$ cat config.mk
export PLATFORM = sky130hd
export DESIGN_NAME = packet_deserializer
export DESIGN_NICKNAME = d
export VERILOG_FILES = /design/src/rtl/packet_deserializer.sv
export SDC_FILE = /design/constraint.sdc
export NUM_CORES = 1
export LEC_CHECK = 0
export BUFFER_PORTS_ARGS = -buffer_cell sky130_fd_sc_hd__buf_2
export CORE_MARGIN = 2
export CORE_UTILIZATION = 40
export DETAILED_ROUTE_END_ITERATION = 8
export GPL_ROUTABILITY_DRIVEN = 0
export PLACE_DENSITY = 0.55
export SETUP_SLACK_MARGIN = 0.3
export SLEW_MARGIN = 15
export SYNTH_ARGS = -nofsm -noshare
export SYNTH_HDL_FRONTEND = slang
export SYNTH_SLANG_ARGS = --single-unit
$ cat constraint.sdc
create_clock -name clk -period 21.3 [get_ports clk]
set_clock_uncertainty 0.2 [all_clocks]
set_input_delay 5.325 -clock clk [delete_from_list [all_inputs] [get_ports clk]]
set_output_delay 5.325 -clock clk [all_outputs]
set_load 0.01 [all_outputs]
$ cat src/rtl/packet_deserializer.sv
// Serial-to-parallel packet receiver: hunts for a sync header, then collects a fixed-size packet.
// Optional idle abort in COLLECT is enabled with PACKET_DESER_TIMEOUT_EN.
module packet_deserializer #(
   parameter int PACKET_SIZE = 192,
   parameter int SYNC_WIDTH = 8,
   parameter logic [SYNC_WIDTH-1:0] SYNC_WORD = 8'hFF,
   parameter int TIMEOUT_CYCLES = 4096
) (
   input  logic                   clk,
   input  logic                   rst,
   input  logic                   bit_in,
   input  logic                   bit_valid,
   output logic [PACKET_SIZE-1:0] packet,
   output logic                   packet_valid,
   input  logic                   packet_ready,
   output logic                   overrun,
   input  logic                   overrun_clear,
`ifdef PACKET_DESER_TIMEOUT_EN
   output logic                   timeout,
`endif
   output logic                   busy
);
   localparam int CW = $clog2(PACKET_SIZE + 1);

   typedef enum logic {HUNT, COLLECT} state_t;
   state_t state;

   // Shifters hold only the bits still needed: the oldest bit drops out on the next shift anyway.
   logic [SYNC_WIDTH-2:0]  hunt;
   logic [PACKET_SIZE-2:0] collect;
   logic [CW-1:0]          cnt;
   logic [SYNC_WIDTH-1:0]  hunt_nxt;
   logic [PACKET_SIZE-1:0] col_nxt;

   assign hunt_nxt = {hunt, bit_in};
   assign col_nxt  = {collect, bit_in};

`ifdef PACKET_DESER_TIMEOUT_EN
   localparam int IW = $clog2(TIMEOUT_CYCLES + 1);
   logic [IW-1:0] idle;
`endif

   always_ff @(posedge clk or posedge rst) begin
      if (rst) begin
         state        <= HUNT;
         hunt         <= '0;
         collect      <= '0;
         cnt          <= '0;
         packet       <= '0;
         packet_valid <= 1'b0;
         overrun      <= 1'b0;
         busy         <= 1'b0;
`ifdef PACKET_DESER_TIMEOUT_EN
         idle         <= '0;
         timeout      <= 1'b0;
`endif
      end else begin
         if (packet_valid && packet_ready) packet_valid <= 1'b0;
         if (overrun_clear) overrun <= 1'b0;
`ifdef PACKET_DESER_TIMEOUT_EN
         timeout <= 1'b0;
`endif
         case (state)
            HUNT: begin
               if (bit_valid) begin
                  hunt <= hunt_nxt[SYNC_WIDTH-2:0];
                  if (hunt_nxt == SYNC_WORD) begin
                     collect <= {{(PACKET_SIZE-1-SYNC_WIDTH){1'b0}}, SYNC_WORD};
                     cnt     <= CW'(SYNC_WIDTH);
                     state   <= COLLECT;
                     busy    <= 1'b1;
`ifdef PACKET_DESER_TIMEOUT_EN
                     idle    <= '0;
`endif
                  end
               end
            end
            COLLECT: begin
               if (bit_valid) begin
                  collect <= col_nxt[PACKET_SIZE-2:0];
                  cnt     <= cnt + 1'b1;
`ifdef PACKET_DESER_TIMEOUT_EN
                  idle    <= '0;
`endif
                  if (cnt == CW'(PACKET_SIZE - 1)) begin
                     hunt  <= '0;
                     cnt   <= '0;
                     state <= HUNT;
                     busy  <= 1'b0;
                     // Reload wins over the clear above when the old packet leaves this cycle.
                     if (!packet_valid || packet_ready) begin
                        packet       <= col_nxt;
                        packet_valid <= 1'b1;
                     end else begin
                        overrun <= 1'b1;
                     end
                  end
               end
`ifdef PACKET_DESER_TIMEOUT_EN
               else if (idle == IW'(TIMEOUT_CYCLES - 1)) begin
                  hunt    <= '0;
                  cnt     <= '0;
                  idle    <= '0;
                  state   <= HUNT;
                  busy    <= 1'b0;
                  timeout <= 1'b1;
               end else begin
                  idle <= idle + 1'b1;
               end
`endif
            end
            default: state <= HUNT;
         endcase
      end
   end
endmodule

==> impl_metrics.toml, run 1 <==
[detailed_routing]
drt_pass1_iterations = 4
detail-route-antenna-nets = 0
vias = 8320
wl_per_cell_um = 17.98
wl_um = 29520
drc_errors = 0
drt-initial-drc-count = 370
routed_via_density = 5.067

[floorplan]
core_um2 = 37580
fp.dieW_um = 199.2
row_count = 71
floorplan.initialDensity = 0.4057
die_h_um = 199.2
die_area_um2 = 39690
boundaryPins = 201

[setup_path]
crit_slowest_cell = "buf_4"
arrival_ns = 8.02
crit_family = "buffers and inverters"
critPathLaunchType = "input pin"
required_ns = 21.52
path_cells = "buf_2, and2_4, nand3_4, nor2b_4, buf_4, buf_4, mux2_4"
critPathBufInv = 3
cpMostUsedCell = "buf_4"
crit_type = "input pin to register"
critPathCaptureType = "register"
cp_slowest_stage_delay_ns = 0.71
critical_path.max_fanout = 57

[finish]
fin_area_um2 = 17790
antenna_cells = 0
final_cell_mix = "402 x dfrtp_1, 200 x buf_2, 194 x a22o_1"
syn_to_final_growth_pct = 16.66
drive_gt1_frac = 0.3466
final_common_cell = "dfrtp_1"
final_nets = 1111

[timing]
tightest_slew_ns = 1.023
min_period_ns = 7.804
maxSlewViolCount = 0
finalSetupViolations = 0
slew_headroom = 0.3181
rsz0062_at_grt = "no"
max_freq_mhz = 128.1
hold_viol = 0
post-route-period-util = 0.3664
tns_ns = 0

[clock_tree]
root_buffer = "clkbuf_16"
cts_made_buffers = 43
clk_pin_slew_ns = 0.06
h-tree-depth = 2
insertion_delay_ns = 0.54
cts_setup_buffers = 0
numClockSinks = 402
cts_tree = "done"
cts_buffer_depth = 3
hold_buffers = 0
cts-resized-gates = 0

[power]
combPwrFrac = 0.013
switching_share = 0.2075
p_int_mw = 1.181
ir_drop_mv = 0.04743
p_leak_nw = 9.429
clockPowerShare = 0.472
power_density_nw_per_um2 = 83.77
power_frac_seq = 0.515
switchingPower_mw = 0.3092

[yosys]
synthXorXnorAreaFrac = 0
ys.flop_type = "dfrtp_1"
synthMuxAreaShare = 0.1691
syn-cell-area_um2 = 15250
synthCells = 913
synth_adder_area_share = 0.0008207
synth_top_family_by_area = "multiplexers"
ys_types = 36
synth_seq_cells = 402
synth_warnings = 0
postSynthAreaPerCell_um2 = 16.70
synth_nets = 920
synthArstFlopShare = 1.000
synth-simple-area-share = 0.01190
synth_largest_area_cell = "dfrtp_1"
synth_seq_area_share = 0.6598
ys_top_cells_by_area = "dfrtp_1 66%, a22o_1 11%, mux2_4 9.8%, mux2_1 5.9%, buf_12 1.4%"
synth-compound-area-share = 0.1210
synth_edf_count = 0
yosys.area.top_type_share = 0.6598

[global_route]
grt_pass1_wl_um = 48060
grtUsageTotal = 0.1505
gr-total-overflow = 0
grt_max_degree = 139
grt_pass1_vias = 8437
antenna_found_initial = 1

[place]
place_area_um2 = 16440
place_hpwl_um = 17640
numPortBuffers = 200

[min_path]
min_path_type = "register to register"

[job]
max_cap_viol_count = 0

[run_status]
status = "finished, final reports clean"
Yosys cell counts (3+ instances only):
library cell	count
mux2_1	80
buf_12	11
dfrtp_1	402
nor3_1	4
clkbuf_1	23
nand2_1	7
buf_2	18
o22a_1	8
inv_1	4
a21oi_1	3
mux2_4	100
mux2_2	13
nand4_1	3
and3_1	3
a22o_1	194
nor2_1	3
mux2i_1	3
buf_8	8
buf_1	5
area by class of cell:
type	instances	area, um2
clock buffer	63	1231
clock inverter	9	87.58
fill	3331	19790
inverter	4	22.52
multi-input combinational	440	4627
sequential	402	10060
tap	511	639.4
timing repair buffer	213	1119
worst reg2reg max path, delay by kind of cell (launching register included):
family                 cells  cell delay, ns
buffers and inverters      2            1.48
DFF                        1            0.55
muxes                      1            0.40
and+or+nand+nor            3            0.70
through the flow:
stage	utilization	setup slack (ns)	instances	power (mW)	hold slack, ns
3_5_place_dp	0.4375	12.93	1569	0.8022	0.2692
5_1_grt	0.4733	13.30	1642	1.547	0.3008
6_report	0.4733	13.50	1642	1.490	0.2791
4_1_cts	0.4726	13.50	1641	1.516	0.2824
3_3_place_gp	0.4375	12.98	1569	0.8018	0.2636
2_1_floorplan	-	4.594	913	0.7958	0.2663
worst paths after layout:
path,start,end,slack [ns],depth (start not counted)
max in group asynchronous,rst,packet[57],13.88,4
min reg2reg,packet[36],packet[36],0.28,1
max,bit_valid,packet[110],13.50,7
min,packet[36],packet[36],0.28,1
min in group asynchronous,rst,packet[100],4.80,2
max reg2reg,state,packet[110],17.85,6
registers in the layout, summed over array words and instances (netlist names):
signal,cells
collect,191
cnt,8
hunt,7
overrun,1
state,1
packet,192
packet_valid,1
busy,1
power groups by stage:
stage | combinational (mW) | sequential [mW] | clock (mW)
3_5_place_dp | 0.0206 | 0.782 | 0
2_1_floorplan | 0.0141 | 0.782 | 0
3_3_place_gp | 0.0202 | 0.782 | 0
6_report | 0.0189 | 0.768 | 0.703
4_1_cts | 0.0205 | 0.768 | 0.727
5_1_grt | 0.0230 | 0.768 | 0.757
kinds of logic (layout without fill, tap and decap cells):
kind of cell	count (synthesis)	after routing
buf+inv	71	289
flops	402	402
fa+ha+maj	1	1
simple gates	30	30
mux	196	196
compound gates	213	213
routing by layer:
metal / part of all wire / routed length [um] / vias to the layer above / GRT usage
li1: - / - / 3777 / -
met1: 0.48 / 14300 / 4333 / 0.2241
met2: 0.45 / 13270 / 161 / 0.2191
met3: 0.044 / 1286 / 47 / 0.03376
met4: 0.022 / 640 / 2 / 0.04478
met5: 0.00044 / 13 / - / 0
No activity file was read; power rests on OpenSTA's default activity.
==> run 2: changes to the inputs <==
Clock period 21.3 ns to 8 ns, I/O delays scaled along.
==> impl_metrics.toml, run 2 (same netlist as run 1, synthesis figures left out) <==
[setup_path]
critical_path.max_fanout = 121
critPathCaptureType = "register"
required_ns = 8.22
critPathLaunchType = "input pin"
crit_type = "input pin to register"
arrival_ns = 4.49

[finish]
n_fill_cell = 3240
final_cell_mix = "402 x dfrtp_1, 200 x buf_2, 194 x a22o_1"
final_nets = 1108
final_cell_count_no_fill = 1645
final_common_cell = "dfrtp_1"
drive_gt1_frac = 0.3527
top_register = "packet"
top_regs = "packet: 192 flops, collect: 191 flops, cnt: 8 flops"
largest_reg_flops = 192
syn_to_final_growth_pct = 17.73
antenna_cells = 0

[detailed_routing]
drt_pass1_iterations = 4
detail-route-antenna-nets = 0
drt-initial-drc-count = 428
wl_um = 29560
drc_errors = 0
vias = 8294
routed_via_density = 5.042
wl_per_cell_um = 17.97

[global_route]
grtUsageTotal = 0.1541
grt_max_degree = 182
grtUsageMet1 = 0.2302
use_met2 = 0.2177
grt_busiest_layer = "met1"
groute.layer.met3.usage = 0.03646
gr-total-overflow = 0
grt_pass1_vias = 8526
grt_pass1_wl_um = 48790
antenna_found_initial = 1

[timing]
post-route-period-util = 0.5334
hold_viol = 0
slew_headroom = 0.3081
finalSetupViolations = 0
tns_ns = 0
min_period_ns = 4.267
rsz0062_at_grt = "no"
maxSlewViolCount = 0
max_freq_mhz = 234.3
tightest_slew_ns = 1.038
fin_ws_ns = 3.733

[clock_tree]
insertion_delay_ns = 0.55
h-tree-depth = 2
cts_made_buffers = 44
cts_setup_buffers = 0
numClockSinks = 402
clk_pin_slew_ns = 0.06
root_buffer = "clkbuf_16"
cts-resized-gates = 0
cts_buffer_depth = 3
hold_buffers = 0
cts_tree = "done"

[power]
p_leak_nw = 9.496
total_power_mw = 4.178
combPwrFrac = 0.012
power_frac_seq = 0.489
p_int_mw = 3.327
ir_drop_mv = 0.1308
switchingPower_mw = 0.8516
clockPowerShare = 0.498
switching_share = 0.2038
power_density_nw_per_um2 = 232.8

[floorplan]
core_um2 = 37580
floorplan.initialDensity = 0.4057
fp.dieW_um = 199.2
die_h_um = 199.2
boundaryPins = 201
row_count = 71
die_area_um2 = 39690

[place]
post-place-ws_ns = 3.185
placed_cells = 1566
place_hpwl_um = 17310
numPortBuffers = 200

[min_path]
min_path_type = "register to register"

[job]
max_cap_viol_count = 0

[run_status]
status = "finished, final reports clean"
## run 2: cell types whose count changed in the layout (fill, tap and decap cells not counted), moves of 2 or more
cell        change
buf_12          +3
buf_4           -6
bufinv_16       +5
clkbuf_1        -5
clkbuf_16       +2
clkbuf_8        -2
clkinv_2        +8
clkinvlp_4      +3
inv_6           -3
inv_8           -2
## run 2: final timing paths
path	start	endpoint	slack, ns	cells after the start
max	bit_valid	packet[68]	3.73	6
max in group asynchronous	rst	collect[170]	4.57	4
min in group asynchronous	rst	collect[124]	1.33	2
min	packet[50]	packet[50]	0.28	1
min reg2reg	packet[50]	packet[50]	0.28	1
max reg2reg	state	packet[68]	4.79	5
## run 2: power groups by stage
stage | clock, mW | sequential [mW] | combinational (mW)
after floorplan | 0 | 2.08 | 0.0379
after detailed placement | 0 | 2.08 | 0.0555
after CTS | 2.15 | 2.04 | 0.0556
after global placement | 0 | 2.08 | 0.0549
final | 2.08 | 2.04 | 0.0518
after global routing | 2.23 | 2.04 | 0.0629
## run 2: final cells by class
type / instances / area [um2] / share of cell area
clock buffer: 58 / 1235 / 0.06880
clock inverter: 21 / 264.0 / 0.01471
inverter: 4 / 18.77 / 0.001046
multi-input combinational: 440 / 4627 / 0.2578
sequential: 402 / 10060 / 0.5604
tap: 511 / 639.4 / 0.03562
timing repair buffer: 209 / 1106 / 0.06162
## run 2: routing by layer
metal  up-vias  wire [um]
met2       170      12920
met3        49       1522
met4         0        709
met5         -          0
met1      4291      14410
li1       3784          -
## run 2: metrics by stage
| stage | util | area (um2) | hold WS [ns] |
|---|---|---|---|
| 4_1_cts | 0.4777 | 17950 | 0.2826 |
| 3_5_place_dp | 0.4378 | 16450 | 0.2692 |
| 6_report | 0.4777 | 17950 | 0.2771 |
| 5_1_grt | 0.4777 | 17950 | 0.2903 |
| 3_3_place_gp | 0.4378 | 16450 | 0.2655 |
| 2_1_floorplan | - | 15250 | 0.2663 |
## run 2: critical path, stage by stage
cell,delay (ns)
buf_2,0.18
and2_4,0.35
nand3_4,0.14
nor2b_4,0.55
buf_12,0.57
mux2_1,0.38
==> run 3: changes to the inputs <==
Settings changed: PLACE_DENSITY 0.55 to 0.57.
Clock period 8 ns to 3.9 ns, I/O delays scaled along.
==> impl_metrics.toml, run 3 (same netlist as run 1, synthesis figures left out) <==
[setup_path]
critPathLaunchType = "register"
arrival_ns = 2.71
r2r-start = "cnt[1]"
crit_type = "register to register"
critPathCaptureType = "register"
critical_path.max_fanout = 91
critPathLaunch = "cnt[1]"
r2r_cells = 6
required_ns = 4.12

[detailed_routing]
drt-initial-drc-count = 382
wl_per_cell_um = 18.03
wl_um = 29700
drc_errors = 0
detail-route-antenna-nets = 0
drt_pass1_iterations = 5
routed_via_density = 5.072
vias = 8354

[floorplan]
die_area_um2 = 39690
fp.dieW_um = 199.2
boundaryPins = 201
floorplan.initialDensity = 0.4057
core_um2 = 37580
row_count = 71
die_h_um = 199.2

[run_status]
status = "finished, final reports clean"

[timing]
finalSetupViolations = 0
tightest_slew_ns = 1.315
max_freq_mhz = 401.2
post-route-period-util = 0.6390
rsz0062_at_grt = "no"
slew_headroom = 0.1236
hold_viol = 0
maxSlewViolCount = 0
min_period_ns = 2.492

[finish]
top_regs = "packet: 192 flops, collect: 191 flops, cnt: 8 flops"
top_register = "packet"
fin_area_um2 = 17980
final_nets = 1113
final_common_cell = "dfrtp_1"
final_util = 0.4786
final_cell_mix = "402 x dfrtp_1, 200 x buf_2, 194 x a22o_1"
largest_reg_flops = 192
final_cell_count_no_fill = 1647
syn_to_final_growth_pct = 17.96
drive_gt1_frac = 0.3507

[global_route]
grt_max_degree = 185
grtUsageTotal = 0.1520
antenna_found_initial = 1
grt_pass1_vias = 8440
gr-total-overflow = 0
grt_pass1_wl_um = 48060

[clock_tree]
cts_made_buffers = 43
h-tree-depth = 2
insertion_delay_ns = 0.55
hold_buffers = 0
cts-resized-gates = 0
cts_tree = "done"
numClockSinks = 402
root_buffer = "clkbuf_16"
cts_setup_buffers = 0
clk_pin_slew_ns = 0.06
cts_buffer_depth = 3

[power]
clockPowerShare = 0.483
ir_drop_mv = 0.3349
combPwrFrac = 0.014
p_leak_nw = 9.501
switching_share = 0.2054
switchingPower_mw = 1.712
p_int_mw = 6.625
power_frac_seq = 0.503
power_density_nw_per_um2 = 463.6

[place]
place_hpwl_um = 17450
placed_cells = 1572
place_area_um2 = 16580
numPortBuffers = 200

[job]
max_cap_viol_count = 0

[min_path]
min_path_type = "input pin to asynchronous set/reset pin"
[run 3: changes by cell type in the layout (fill, tap and decap cells not counted)]
cell,change
buf_12,+7
diode_2,+1
buf_4,-1
bufinv_16,-3
clkbuf_1,+3
clkinv_4,+1
clkinv_2,-6
[run 3: critical path, cell delays in order, from the launching register on]
cell	delay, ns
dfrtp_1	0.39
ha_1	0.21
and3_1	0.33
nand3_4	0.14
nor2b_4	0.16
buf_12	0.39
mux2_4	0.35
[run 3: power groups by stage]
stage / logic (mW) / clock network, mW / registers, mW
6_report: 0.114 / 4.03 / 4.19
5_1_grt: 0.137 / 4.33 / 4.19
4_1_cts: 0.123 / 4.17 / 4.19
3_5_place_dp: 0.123 / 0 / 4.27
3_3_place_gp: 0.121 / 0 / 4.27
2_1_floorplan: 0.0777 / 0 / 4.27
[run 3: routing by layer]
| layer | up-vias | share of wire | track usage |
|---|---|---|---|
| li1 | 3801 | - | - |
| met1 | 4339 | 0.48 | 0.2234 |
| met2 | 163 | 0.44 | 0.2149 |
| met3 | 51 | 0.056 | 0.04422 |
| met4 | 0 | 0.025 | 0.04975 |
| met5 | - | 0 | 0 |
[run 3: area by class of cell]
| type | instances | area, um2 |
|---|---|---|
| clock inverter | 13 | 152.6 |
| inverter | 4 | 18.77 |
| timing repair buffer | 215 | 1239 |
| sequential | 402 | 10060 |
| multi-input combinational | 440 | 4627 |
| fill | 3281 | 19590 |
| antenna | 1 | 2.502 |
| clock buffer | 61 | 1246 |
| tap | 511 | 639.4 |
[run 3: through the flow]
stage          hold slack (ns)  setup slack, ns  total power [mW]  setup TNS (ns)
2_1_floorplan           0.2663           -2.689             4.348        -1080.87
3_3_place_gp            0.2631            1.035             4.390               0
3_5_place_dp            0.2691            1.019             4.391               0
4_1_cts                 0.1621            1.363             8.483               0
5_1_grt                 0.1796            1.255             8.663               0
6_report                0.1932            1.408             8.337               0
[run 3: worst paths after layout]
kind	endpoint	slack [ns]
max	packet[101]	1.41
min	packet[30]	0.19
max reg2reg	packet[101]	1.41
min reg2reg	packet[59]	0.28
max in group asynchronous	packet[74]	2.30
min in group clk	packet[59]	0.28
